**config.mk**
```make
export PLATFORM = sky130hd
export DESIGN_NAME = sample_spi_receiver
export DESIGN_NICKNAME = d
export VERILOG_FILES = /design/src/rtl/sample_spi_receiver.sv
export SDC_FILE = /design/constraint.sdc
export NUM_CORES = 1
export LEC_CHECK = 0
export CAP_MARGIN = 20
export CORE_ASPECT_RATIO = 0.5
export CORE_MARGIN = 2
export CORE_UTILIZATION = 49
export CTS_CLUSTER_DIAMETER = 100
export DETAILED_ROUTE_END_ITERATION = 6
export PLACE_DENSITY = 0.86
export SETUP_SLACK_MARGIN = 0.15
export SKIP_CTS_REPAIR_TIMING = 1
export SLEW_MARGIN = 30
export SYNTH_ARGS = -nofsm -noshare
export SYNTH_HDL_FRONTEND = slang
export SYNTH_SLANG_ARGS = --single-unit
```
**constraint.sdc**
```tcl
create_clock -name i_Clock -period 2.3 [get_ports i_Clock]
set_clock_uncertainty 0.2 [all_clocks]
set_input_delay 0.23 -clock i_Clock [delete_from_list [all_inputs] [get_ports i_Clock]]
set_output_delay 0.23 -clock i_Clock [all_outputs]
set_load 0.02 [all_outputs]
```
**src/rtl/sample_spi_receiver.sv**
```systemverilog
// sample_spi_receiver: SPI slave decoding 24-bit L/R DAC frames into signed 32-bit sample pairs.
// Optional error counter output o_Error_Count is enabled by SAMPLE_SPI_RECEIVER_STATS_EN.
module sample_spi_receiver #(
  parameter logic [31:0] SAMPLE_OFFSET  = 32'h1FFFF,
  parameter logic [7:0]  RECV_CHANNEL_A = 8'b00110001,
  parameter logic [7:0]  RECV_CHANNEL_B = 8'b00110010
) (
  input  logic               i_Clock,
  input  logic               i_Reset,
  input  logic               i_SPI_CS,
  input  logic               i_SPI_Clock,
  input  logic               i_SPI_Data,
  output logic signed [31:0] o_Sample_L,
  output logic signed [31:0] o_Sample_R,
  output logic               o_Valid,
  output logic               o_Error,
  output logic               o_Busy
`ifdef SAMPLE_SPI_RECEIVER_STATS_EN
  ,
  output logic [7:0]         o_Error_Count
`endif
);
  typedef enum logic [2:0] {WAIT_IDLE, IDLE, SHIFT, CHECK, CONVERT, PUBLISH} state_t;
  state_t state_q, state_d;
  logic [2:0] cs_sync_q, cs_sync_d, sclk_sync_q, sclk_sync_d;
  logic [1:0] data_sync_q, data_sync_d;
  logic [23:0] shift_q, shift_d;
  logic [4:0] cnt_q, cnt_d;
  logic pend_q, pend_d;
  logic [31:0] left_q, left_d, sample_l_q, sample_l_d, sample_r_q, sample_r_d, word;
  logic cs_rise, cs_fall, sclk_rise, err;
  always_comb begin
    cs_sync_d = {cs_sync_q[1:0], i_SPI_CS};
    sclk_sync_d = {sclk_sync_q[1:0], i_SPI_Clock};
    data_sync_d = {data_sync_q[0], i_SPI_Data};
    cs_rise = cs_sync_q[1] & ~cs_sync_q[2];
    cs_fall = ~cs_sync_q[1] & cs_sync_q[2];
    sclk_rise = sclk_sync_q[1] & ~sclk_sync_q[2];
    word = {14'b0, shift_q[15:0], 2'b00} - SAMPLE_OFFSET;
    state_d = state_q;
    shift_d = shift_q;
    cnt_d = cnt_q;
    pend_d = pend_q;
    left_d = left_q;
    sample_l_d = sample_l_q;
    sample_r_d = sample_r_q;
    err = 1'b0;
    case (state_q)
      WAIT_IDLE: state_d = cs_sync_q[1] ? IDLE : WAIT_IDLE;
      IDLE: begin
        if (cs_fall) begin
          cnt_d = 5'd0;
          state_d = SHIFT;
        end
      end
      SHIFT: begin
        if (sclk_rise) begin
          shift_d = {shift_q[22:0], data_sync_q[1]};
          cnt_d = (cnt_q == 5'd31) ? cnt_q : cnt_q + 5'd1;
        end
        if (cs_rise) state_d = CHECK;
      end
      CHECK: begin
        state_d = IDLE;
        if (cnt_q == 5'd24 && shift_q[23:16] == RECV_CHANNEL_A) begin
          left_d = word;
          pend_d = 1'b1;
        end else if (cnt_q == 5'd24 && shift_q[23:16] == RECV_CHANNEL_B && pend_q) state_d = CONVERT;
        else err = 1'b1;
      end
      CONVERT: begin
        sample_r_d = word;
        sample_l_d = left_q;
        pend_d = 1'b0;
        state_d = PUBLISH;
      end
      PUBLISH: state_d = IDLE;
      default: state_d = WAIT_IDLE;
    endcase
  end
  always_ff @(posedge i_Clock) begin
    if (i_Reset) begin
      state_q <= WAIT_IDLE;
      cs_sync_q <= '0;
      sclk_sync_q <= '0;
      data_sync_q <= '0;
      shift_q <= '0;
      cnt_q <= '0;
      pend_q <= 1'b0;
      left_q <= '0;
      sample_l_q <= '0;
      sample_r_q <= '0;
    end else begin
      state_q <= state_d;
      cs_sync_q <= cs_sync_d;
      sclk_sync_q <= sclk_sync_d;
      data_sync_q <= data_sync_d;
      shift_q <= shift_d;
      cnt_q <= cnt_d;
      pend_q <= pend_d;
      left_q <= left_d;
      sample_l_q <= sample_l_d;
      sample_r_q <= sample_r_d;
    end
  end
  assign o_Sample_L = sample_l_q;
  assign o_Sample_R = sample_r_q;
  assign o_Valid = state_q == PUBLISH;
  assign o_Busy = state_q == SHIFT;
  assign o_Error = err;
`ifdef SAMPLE_SPI_RECEIVER_STATS_EN
  logic [7:0] err_cnt_q, err_cnt_d;
  always_comb err_cnt_d = (err && err_cnt_q != 8'hFF) ? err_cnt_q + 8'd1 : err_cnt_q;
  always_ff @(posedge i_Clock) err_cnt_q <= i_Reset ? 8'd0 : err_cnt_d;
  assign o_Error_Count = err_cnt_q;
`endif
endmodule

```
# == After elaboration in Yosys (flattened, before gate mapping) ==
# Index checks and enable logic that the tools add are counted.
# op_classes
addsub,2
eq_ne,14
mux,15
bitwise,6
n_reduce_logical,11
# op_table
operator,count
$sub A18 B17 Y19 const B,1
$pmux W3 S6,1
$eq A8 B6 Y1 const B,2
$mux W5,3
$mux W3,4
$eq A5 B5 Y1 const B,2
$pmux W5 S2,1
$reduce_and A2 Y1,4
$eq A3 B2 Y1 const B,2
$eq A3 B3 Y1 const B,2
$ne A2 B2 Y1 const B,3
$add A5 B1 Y5 const B,1
$mux W1,5
$ne A2 B1 Y1 const B,2
$reduce_and A4 Y1,1
$reduce_bool A2 Y1,2
$and A1 B1 Y1,3
$eq A3 B1 Y1 const B,1
$logic_and A1 B1 Y1,3
$logic_not A3 Y1,1
$not A1 Y1,3
$pmux W1 S2,1
# totals
reg_bits,137
input_bits,5
output_inout_bits,67
word_cells,58

# == Longest topological paths before layout ==
# depth
word_depth,6
depth_mapped,7

# == Worst setup path after synthesis ==
# No wires, ideal clock.
# synth_timing
kind,flip-flop to flip-flop
from,register cnt_q[0]
to,register cnt_q[3]
setup_time_ns,0.121
t_arrival_ns,1.661
setup_slack_ns,0.318
path_stages_with_launch,7
n_path_buf,0
cell_sequence,dfxtp_1 ha_1 and3_1 ha_1 nor3b_1 a31o_2 a21oi_1
# synth_via
elab_chain_len,4
word_cells_on_any_way,7
cone_classes,add/sub: 1; eq/ne: 2; mux: 3; reduce/logical: 1
# synth_rtl
item,line,text
"start, declared",28,"logic [4:0] cnt_q, cnt_d;"
"start signal, assigned",99,cnt_q <= cnt_d;
$add A5 B1 Y5,59,cnt_d = (cnt_q == 5'd31) ? cnt_q : cnt_q + 5'd1;
$mux W5,59,
$mux W5,57,if (sclk_rise) begin
$pmux W5 S2,48,case (state_q)
# Several ways; a longest one is shown, not always the timed one. The select of a mux whose other input is x is not followed.
# A chain may end at the register's enable or synchronous reset.

# == Worst setup path after layout ==
# layout_timing
from,register shift_q[18]
to,output port o_Error
# layout_via
elab_chain_len,6
word_cells_on_any_way,8
cone_classes,eq/ne: 2; mux: 3; reduce/logical: 3
# layout_rtl
item,line,text
"start, declared",27,"logic [23:0] shift_q, shift_d;"
"start signal, assigned",98,shift_q <= shift_d;
$eq A8 B6 Y1,68,end else if (cnt_q == 5'd24 && shift_q[23:16] == RECV_CHANNEL_B && pend_q) state_d = CONVERT;
$logic_and A1 B1 Y1 (2 in a row),68,
$mux W1,68,
$mux W1 *,65,if (cnt_q == 5'd24 && shift_q[23:16] == RECV_CHANNEL_A) begin
$mux W1 *,48,
"end, declared",16,"output logic o_Error,"
# Every way passes the cells marked *; elsewhere a longest branch is shown, timed or not.

==> impl_metrics.ini <==
[floorplan]
rows = 22
die_w_microns = 130
die_area_sq_um = 8650
die_y_microns = 66.8
initial_core_util_pct = 51.6
core_area_sq_um = 7490
ios = 72

[status]
status = complete, no violations

[job]
maxCapViolCount = 0

[synth]
syn_area_per_cell_sq_um = 8.60
yosysTopAreaCell = dfxtp_1
syn_area_sq_um = 3860
seq_area_frac_synth_pct = 47.7
syn_inst = 449
synth_edf_count = 0
synth.ff_latch_count = 92
synthTopCellsByArea = dfxtp_1, a21oi_1, nand2_1
synth_ff_type = dfxtp_1
synthArstFlopShare_pct = 0
synth_top_area_share_pct = 47.7
synth_most_common_cell = dfxtp_1
synth.distinct_cells = 41
synth_warnings = 0
synthTopCellsByCount = dfxtp_1, nand2_1, a21oi_1, nand2b_1, buf_4

[route]
drtAntennaViolNets = 0
via_per_inst = 5.18
drc = 0
via_count = 3082
wl_microns = 8160
drt-initial-drc-count = 243
drt-wirelength-per-cell_microns = 13.7
drt_pass1_iterations = 4

[power]
power_mw = 3.20
power_density_nw_per_um2 = 673
vdd_drop_max_mv = 0.395
leakage_nw = 1.61

[layout]
seq_area_sq_um = 1840
areaGrowthSynthToFinish_pct = 23.3
finalNetCount = 491
drive_gt1_share_pct = 8.62
fillers = 626
antennaDiodeCount = 0
multi_input_area_sq_um = 1630

[place]
routabilityCongestion = 0.858
portBuffers = 69
hpwl_microns = 5220

[setup_path]
cp_data_arrival_time_ps = 1810
cp-end-kind = output port
required_ps = 1870
start_kind = flip-flop
critPathKind = reg -> out
crit_path_max_fanout = 4

[sta]
finalMaxSlewViolations = 0
rsz0062_at_grt = yes
hold_viol_final = 0
max_freq_mhz = 446
worst_pin_slew_ps = 790
relSlewSlack_pct = 47.3
period_share_pct = 97.4
timing.hold.ws_ps = 78.6
fin_crit_ps = 2240
setup_viol = 0

[global_route]
grt_first_pass_wirelength_microns = 13200
gr-usage-all-layers_pct = 19.7
antenna_found_initial = 0
grt_max_degree = 41
grt_overflow = 0
grt_pass1_vias = 2826

[clock_tree]
cts_buffers = 9
cts_buffer_depth = 2
root_buffer = clkbuf_16
cts_tree = yes
path_clk_slew_ps = 60
htree_levels = 3
cts.sinks = 92
insertion_delay_ps = 340

[worst_hold_path]
hp-class = in -> reg
[sequential cells by signal, indices dropped and copies added, names as in the netlist]
signal       count
o_Sample_L      17
left_q          17
shift_q         24
cnt_q            5
data_sync_q      2
sclk_sync_q      3
o_Sample_R      17
state_q          3
cs_sync_q        3
pend_q           1
[placed cells by master, fill, tap and decap left out, types with 2 or more instances in the layout]
cell type	n
a21oi_1	60
a31o_2	2
and3_1	3
buf_4	14
bufinv_16	2
clkbuf_16	9
clkdlybuf4s50_1	66
clkinv_2	2
conb_1	2
dfxtp_1	90
dfxtp_2	2
dlymetal6s2s_1	2
ha_1	3
inv_1	8
mux2i_1	15
nand2_1	66
nand2b_1	34
nand3_1	25
nand3b_1	2
nand4_1	2
nand4b_1	3
nor2_1	7
nor2b_1	11
nor3_1	4
o21ai_0	27
o41ai_1	3
or3b_2	2
[metrics by stage]
step           setup TNS [ps]  util [%]  worst slack [ps]  cell area (sq um)  std cells
2_1_floorplan               0         -               318               3870        450
3_3_place_gp                0      59.2               187               4430        578
3_5_place_dp                0      59.2               173               4430        578
4_1_cts                  -260      63.3              -210               4740        593
5_1_grt                 -72.5      63.6             -72.5               4760        595
6_report                    0      63.6              59.2               4760        595
[metal layers]
metal	share of wire [%]	track usage, %	vias up
met5	0	0	-
met4	0.72	4.44	0
met3	5.4	7.95	7
met2	47	32.0	78
met1	47	24.8	1450
li1	-	-	1547
[power breakdown]
part | internal, mW | total [mW] | switching [mW]
registers | 1.60 | 1.60 | 0.00303
clock network | 0.941 | 1.52 | 0.580
logic | 0.0295 | 0.0796 | 0.0501
[cells by family (layout without fill, tap and decap cells)]
group / Yosys count / count (layout) / share of synthesized area, %
flops: 92 / 92 / 47.7
fa+ha+maj: 3 / 3 / 0.972
buf+inv: 71 / 108 / 10.6
mux: 17 / 17 / 4.47
other cells: 1 / 2 / 0.0971
compound gates: 98 / 98 / 13.6
simple gates: 167 / 167 / 22.6
[worst max-delay path, stage by stage (launching register included)]
cell            delay, ps
dfxtp_1               320
or4b_4                580
nor3_1                220
a21oi_1               120
dlymetal6s2s_1        230
[final cells by class]
class / instances / share of cell area [%]
sequential: 92 / 38.7
clock buffer: 10 / 4.81
tap: 108 / 2.84
multi-input combinational: 287 / 34.3
inverter: 8 / 0.631
timing repair buffer: 85 / 17.1
clock inverter: 5 / 1.63
[path summary, 6_finish.rpt]
path	startpoint	end	slack, ps	cells past startpoint
worst max register to register	shift_q[21]	left_q[10]	240	6
worst min register to register	data_sync_q[0]	data_sync_q[1]	240	1
worst max-delay path	shift_q[18]	o_Error	60	4
worst min-delay path	i_Reset	shift_q[11]	80	2
Note: power is estimated with default switching activity, not from simulation.
